--- src/rtl/sync_frame_pkg.sv ---
// Shared types and defaults for the frame deserializer that follows the "11010" sync detector.
package sync_frame_pkg;

    typedef enum logic {
        HUNT  = 1'b0,
        SHIFT = 1'b1
    } state_e;

    localparam int DATA_W_DEF = 8;
    localparam int CNT_W_DEF  = 16;
    localparam int BITCNT_W   = $clog2(DATA_W_DEF);

endpackage

--- src/rtl/sync_frame_deser_sat_counter.sv ---
// Saturating up-counter with synchronous clear; clear wins over a same-cycle increment.
module sat_counter #(
    parameter int W = 16
) (
    input  logic         clk,
    input  logic         rstn,
    input  logic         clr,
    input  logic         inc,
    output logic [W-1:0] count
);

    logic [W-1:0] count_q;
    logic [W-1:0] count_d;

    always_comb begin
        count_d = count_q;
        if (clr) begin
            count_d = '0;
        end else if (inc && (count_q != {W{1'b1}})) begin
            count_d = count_q + W'(1);
        end
    end

    always_ff @(posedge clk) begin
        if (!rstn) begin
            count_q <= '0;
        end else begin
            count_q <= count_d;
        end
    end

    assign count = count_q;

endmodule

--- src/rtl/sync_frame_deser.sv ---
// Collects the DATA_W bits that follow each sync pulse into an MSB-first word on a valid/ready port,
// with a sticky overrun flag and saturating frame/drop counters.
//
//   state | meaning
//   HUNT  | waiting for sync_det; a pulse makes this cycle's ser_in payload bit 0
//   SHIFT | collecting payload bits; sync_det ignored since payload may contain the pattern
module sync_frame_deser
    import sync_frame_pkg::*;
#(
    parameter int DATA_W = DATA_W_DEF,
    parameter int CNT_W  = CNT_W_DEF
) (
    input  logic              clk,
    input  logic              rstn,
    input  logic              ser_in,
    input  logic              sync_det,
    output logic [DATA_W-1:0] m_data,
    output logic              m_valid,
    input  logic              m_ready,
    output logic              busy,
    output logic              overrun,
    output logic [CNT_W-1:0]  frame_cnt,
    output logic [CNT_W-1:0]  drop_cnt,
    input  logic              clr_stats
);

    localparam int BIT_CNT_W = $clog2(DATA_W);
    localparam logic [BIT_CNT_W-1:0] LAST_BIT = BIT_CNT_W'(DATA_W - 1);

    state_e                state_q,   state_d;
    logic [BIT_CNT_W-1:0]  bit_cnt_q, bit_cnt_d;
    logic [DATA_W-1:0]     shift_q,   shift_d;
    logic [DATA_W-1:0]     m_data_q,  m_data_d;
    logic                  m_valid_q, m_valid_d;
    logic                  busy_q,    busy_d;
    logic                  overrun_q, overrun_d;
    logic                  complete;
    logic                  load;
    logic                  drop;

    always_comb begin
        state_d   = state_q;
        bit_cnt_d = bit_cnt_q;
        shift_d   = shift_q;
        m_data_d  = m_data_q;
        m_valid_d = m_valid_q;
        overrun_d = overrun_q;
        complete  = 1'b0;

        case (state_q)
            HUNT: begin
                if (sync_det) begin
                    shift_d   = {{(DATA_W-1){1'b0}}, ser_in};
                    bit_cnt_d = BIT_CNT_W'(1);
                    state_d   = SHIFT;
                end
            end
            SHIFT: begin
                shift_d = {shift_q[DATA_W-2:0], ser_in};
                if (bit_cnt_q == LAST_BIT) begin
                    complete  = 1'b1;
                    bit_cnt_d = '0;
                    state_d   = HUNT;
                end else begin
                    bit_cnt_d = bit_cnt_q + BIT_CNT_W'(1);
                end
            end
            default: state_d = HUNT;
        endcase

        busy_d = (state_d == SHIFT);

        // A consume in the completion cycle frees the slot for the new word.
        load = complete && (!m_valid_q || m_ready);
        drop = complete && m_valid_q && !m_ready;

        if (load) begin
            m_data_d  = {shift_q[DATA_W-2:0], ser_in};
            m_valid_d = 1'b1;
        end else if (m_valid_q && m_ready) begin
            m_valid_d = 1'b0;
        end

        if (clr_stats) begin
            overrun_d = 1'b0;
        end else if (drop) begin
            overrun_d = 1'b1;
        end
    end

    always_ff @(posedge clk) begin
        if (!rstn) begin
            state_q   <= HUNT;
            bit_cnt_q <= '0;
            shift_q   <= '0;
            m_data_q  <= '0;
            m_valid_q <= 1'b0;
            busy_q    <= 1'b0;
            overrun_q <= 1'b0;
        end else begin
            state_q   <= state_d;
            bit_cnt_q <= bit_cnt_d;
            shift_q   <= shift_d;
            m_data_q  <= m_data_d;
            m_valid_q <= m_valid_d;
            busy_q    <= busy_d;
            overrun_q <= overrun_d;
        end
    end

    sat_counter #(.W(CNT_W)) u_frame_cnt (
        .clk   (clk),
        .rstn  (rstn),
        .clr   (clr_stats),
        .inc   (load),
        .count (frame_cnt)
    );

    sat_counter #(.W(CNT_W)) u_drop_cnt (
        .clk   (clk),
        .rstn  (rstn),
        .clr   (clr_stats),
        .inc   (drop),
        .count (drop_cnt)
    );

    assign m_data  = m_data_q;
    assign m_valid = m_valid_q;
    assign busy    = busy_q;
    assign overrun = overrun_q;

endmodule
--- config.mk ---
export PLATFORM = sky130hd
export DESIGN_NAME = sync_frame_deser
export DESIGN_NICKNAME = d
export VERILOG_FILES = /design/src/rtl/sync_frame_pkg.sv /design/src/rtl/sync_frame_deser_sat_counter.sv /design/src/rtl/sync_frame_deser.sv
export SDC_FILE = /design/constraint.sdc
export NUM_CORES = 1
export LEC_CHECK = 0
export BUFFER_PORTS_ARGS = -buffer_cell sky130_fd_sc_hd__buf_2
export CAP_MARGIN = 40
export CELL_PAD_IN_SITES_DETAIL_PLACEMENT = 0
export CELL_PAD_IN_SITES_GLOBAL_PLACEMENT = 1
export CORE_UTILIZATION = 44
export DETAILED_ROUTE_END_ITERATION = 16
export PLACE_DENSITY_LB_ADDON = 0.15
export SYNTH_ARGS = -nofsm -noshare
export SYNTH_HDL_FRONTEND = slang
export SYNTH_SLANG_ARGS = --single-unit
--- constraint.sdc ---
create_clock -name clk -period 3.84 [get_ports clk]
set_input_delay 0.384 -clock clk [delete_from_list [all_inputs] [get_ports clk]]
set_output_delay 0.384 -clock clk [all_outputs]
set_load 0.005 [all_outputs]
==> flow_summary.rst <==
.. list-table::
   :header-rows: 1

   * - Metric
     - Value
   * - Status
     - completed
   * - Net count after synthesis
     - 294
   * - Worst-case headroom to the max-slew limit
     - 45.8%
   * - CP endpoint kind
     - register
   * - Num rows
     - 26
   * - Die area
     - roughly 6000 um^2
   * - Biggest cell delay along the critical path
     - 0.83 ns
   * - Post-synthesis instance area
     - around 2500 um^2
   * - Crit path cell chain
     - nand2_1, nor2b_1, buf_4, o21ai_1, or4_1, a21oi_1
   * - Count of max-cap constraint violations
     - 0
   * - Final sum of negative setup slack
     - 0 ns
   * - Critical Path Fanout Max
     - 26
   * - Cell at the slowest stage of the critical path
     - dfxtp_1
   * - Total half-perimeter wirelength after legalization and detailed placement
     - 3660 um
   * - Clk root buf
     - clkbuf_8
   * - Vias in the first global route
     - approximately 1900
   * - Clock Sinks
     - 53
   * - CTS tree
     - done
   * - H-tree lvl count
     - 2
   * - Met1 layer wirelength in the final routing
     - 2580 um
   * - Leakage power figure
     - 0.00113 uW
   * - Floorplan die width
     - 76.8 um
   * - Total congestion overflow
     - 0
   * - Synth Instances
     - 284
   * - Final Setup Violations
     - 0
   * - Routed length on met2
     - 2360 um
   * - Top metal layer carrying routed signals
     - met4
   * - Class of the tightest hold or removal check
     - in -> reg
   * - Synth cell count leaders
     - dfxtp_1 (53), nand2_1 (30), nor2_1 (25)
   * - Met3 Routed Length
     - 191 um
   * - # diodes
     - 0
   * - Dominant register cell in the synthesized netlist
     - dfxtp_1
   * - Final hold vios
     - 0
   * - Die extent in y
     - 76.8 um
   * - Share of Yosys cell area claimed by the top area cell type
     - approximately 43%
   * - Port Buffer Count
     - 48
   * - Max Buffers Root-to-Sink
     - 2
   * - Maximum number of pins on one net before global-route repair
     - 28
   * - Number of cells upsized or downsized after cts
     - 0
   * - Tightest Pin Transition
     - approximately 0.8 ns
   * - Period minus WS final
     - 2.29 ns
   * - Critical path data required time
     - 4.09 ns
   * - Length of the first detailed-routing pass in iterations
     - 4
   * - Final nets
     - 338
   * - Core region area
     - around 5200 um^2
   * - Number of design rule violations left after detail routing
     - 0
   * - Leading post-synthesis cells by cell area
     - dfxtp_1 (43%), nand2_1 (4.6%), nand3_1 (3.9%)
   * - Total CTS buffers
     - 5
   * - Largest clock skew in the final design
     - roughly 0.0048 ns
   * - Worst path bufs/invs
     - 1
   * - Worst setup SP type
     - register
   * - Io pins
     - roughly 50
   * - Number of buffers inserted for hold repair after clock tree synthesis
     - 0
   * - Number of DRC markers after the initial detailed-route iteration
     - 65
   * - Pwr Density
     - 357 nW/um^2
   * - Top-count cell post-synth
     - dfxtp_1
   * - ANT nets after route
     - 0
   * - Fill cells
     - ~520
   * - Fin. max-slew vios
     - 0
   * - Area growth, synth to finish
     - 17.1%
   * - Final critical-path share of the clock period
     - 59.5%
   * - Proportion of layout cells with a drive suffix above 1
     - between 10% and 20%
   * - Antenna violations before repair
     - 0
   * - Dominant cell type by area after synthesis
     - dfxtp_1
   * - Max Freq
     - approximately 440 MHz
   * - Final wirelength
     - between 5000 and 6000 um
   * - Wire length per cell
     - 13.1 um
   * - Effective utilization at floorplan
     - 47.0%
   * - Clock latency reported for the late side of the worst-skew pair
     - 0.31 ns
   * - Clock transition at the register clock pins on the worst setup and hold paths after CTS
     - 0.09 ns
   * - Maximum vdd drop
     - 215 uV
   * - Routed via count
     - 2133
   * - Final Wtd Congestion
     - around 0.75
   * - Mean instance size in the synthesized netlist
     - 8.66 um^2
   * - Register bit total from synthesis
     - 53
   * - GRT Util Overall
     - 18.5%
   * - Post-CTS Setup Bufs
     - 0
   * - Hold slack final
     - between 0.3 and 0.4 ns
   * - Unrepaired setup endpoints after global routing
     - false
   * - First-pass GRT wire length
     - 8760 um
   * - Synth warnings
     - 0
   * - EDFF count, synth
     - 0
   * - Share of the core filled with cells in the final layout
     - 55.0%
   * - Startpoint-to-endpoint class of the critical path
     - reg -> reg
   * - Vias per cell
     - 5.35
   * - Cell type group with the largest total delay on the critical path
     - flip-flops
   * - Share of flip-flops with an asynchronous set or reset
     - 0%
   * - Distinct cells, synth
     - 45
   * - Crit path DAT
     - 2.53 ns
   * - Proportion of synthesized chip area in sequential cells
     - a little over two fifths
[worst reg2reg max path: cells and delay by family (launching register included)]
family	cells	cell delay (ns)
AO/OA/AOI/OAI	2	0.43
buffers and inverters	1	0.19
flip-flops	1	0.83
AND/OR/NAND/NOR	3	0.77
[cells by family (layout without fill, tap and decap cells)]
| kind of cell | count (synthesis) | count (layout) | synth area share (%) |
|---|---|---|---|
| and+or+nand+nor | 142 | 142 | 32.3 |
| AOI/OAI and AO/OA | 57 | 57 | 15.3 |
| DFF | 53 | 53 | 43.1 |
| adders and majority gates | 4 | 4 | 2.03 |
| buffers and inverters | 15 | 60 | 2.54 |
| xor gates and xnor gates | 13 | 13 | 4.63 |
[placed cells by master (no fill, tap or decap), types with 2 or more instances in the layout]
cell / synthesis / final
o211ai_1: 4 / 4
and2_1: 3 / 3
bufinv_16: 0 / 2
and4_1: 6 / 6
nor2_1: 25 / 25
xor2_1: 6 / 6
buf_2: 2 / 48
nand2_1: 30 / 30
a211oi_1: 3 / 3
clkbuf_8: 0 / 5
or4_1: 3 / 3
inv_1: 2 / 2
a21boi_0: 11 / 11
o21ai_0: 4 / 4
buf_4: 1 / 2
nor3b_1: 9 / 9
xnor2_1: 7 / 7
o21ai_1: 4 / 4
nor2b_1: 10 / 10
nand4_1: 5 / 5
o21a_1: 2 / 2
nor3_1: 12 / 12
and3_1: 3 / 3
nand3_1: 19 / 19
a31oi_1: 3 / 3
or3_1: 3 / 3
dfxtp_1: 53 / 53
nand2b_1: 5 / 5
o211a_1: 2 / 2
a21oi_1: 16 / 16
ha_1: 4 / 4
nor4_1: 2 / 2
o2111ai_1: 2 / 2
[metal layers]
metal	GRT usage, %	vias to the layer above
met3	3.81	8
met5	0	-
met4	7.50	0
met1	24.0	966
li1	-	1114
met2	29.7	45
[final timing paths]
check             startpoint                    to  slack [ns]  cells after the start
hold / removal        ser_in             m_data[0]        0.35                      3
hold reg to reg    m_data[1]             m_data[1]        0.46                      2
setup / recovery        busy  u_frame_cnt.count[9]        1.55                      6
setup reg to reg        busy  u_frame_cnt.count[9]        1.55                      6
[flip-flops by register name, summed over array words and instances, names as in the netlist]
signal,count
bit_cnt_q,3
busy,1
m_data,8
m_valid,1
overrun,1
shift_q,7
u_drop_cnt.count,16
u_frame_cnt.count,16
[power breakdown]
group / leakage (uW) / switching, uW / internal, uW / total [uW]
clock network: 0.0000681 / 184 / 259 / 443
registers: 0.000428 / 7.40 / 553 / 560
logic: 0.000639 / 15.2 / 11.7 / 26.8
[per-stage QoR]
stage | std cells | setup slack (ns) | area [um^2] | total power (uW)
after floorplan | 284 | 2.11 | 2460 | 592
after global placement | 391 | 1.64 | 2750 | 600
after detailed placement | 391 | 1.57 | 2750 | 601
after CTS | 399 | 1.54 | 2880 | 1050
after global routing | 399 | 1.33 | 2880 | 1070
final | 399 | 1.55 | 2880 | 1030
[cell type report]
type	count	area, um^2	area share, %
Sequential cell	53	1060	36.8
Clock inverter	3	65.1	2.26
Clock buffer	5	68.8	2.39
Inverter	2	7.51	0.261
Multi-Input combinational cell	216	1340	46.4
Timing Repair Buffer	50	255	8.86
Tap cell	70	87.6	3.04
Note: power is estimated with default switching activity, not from simulation.
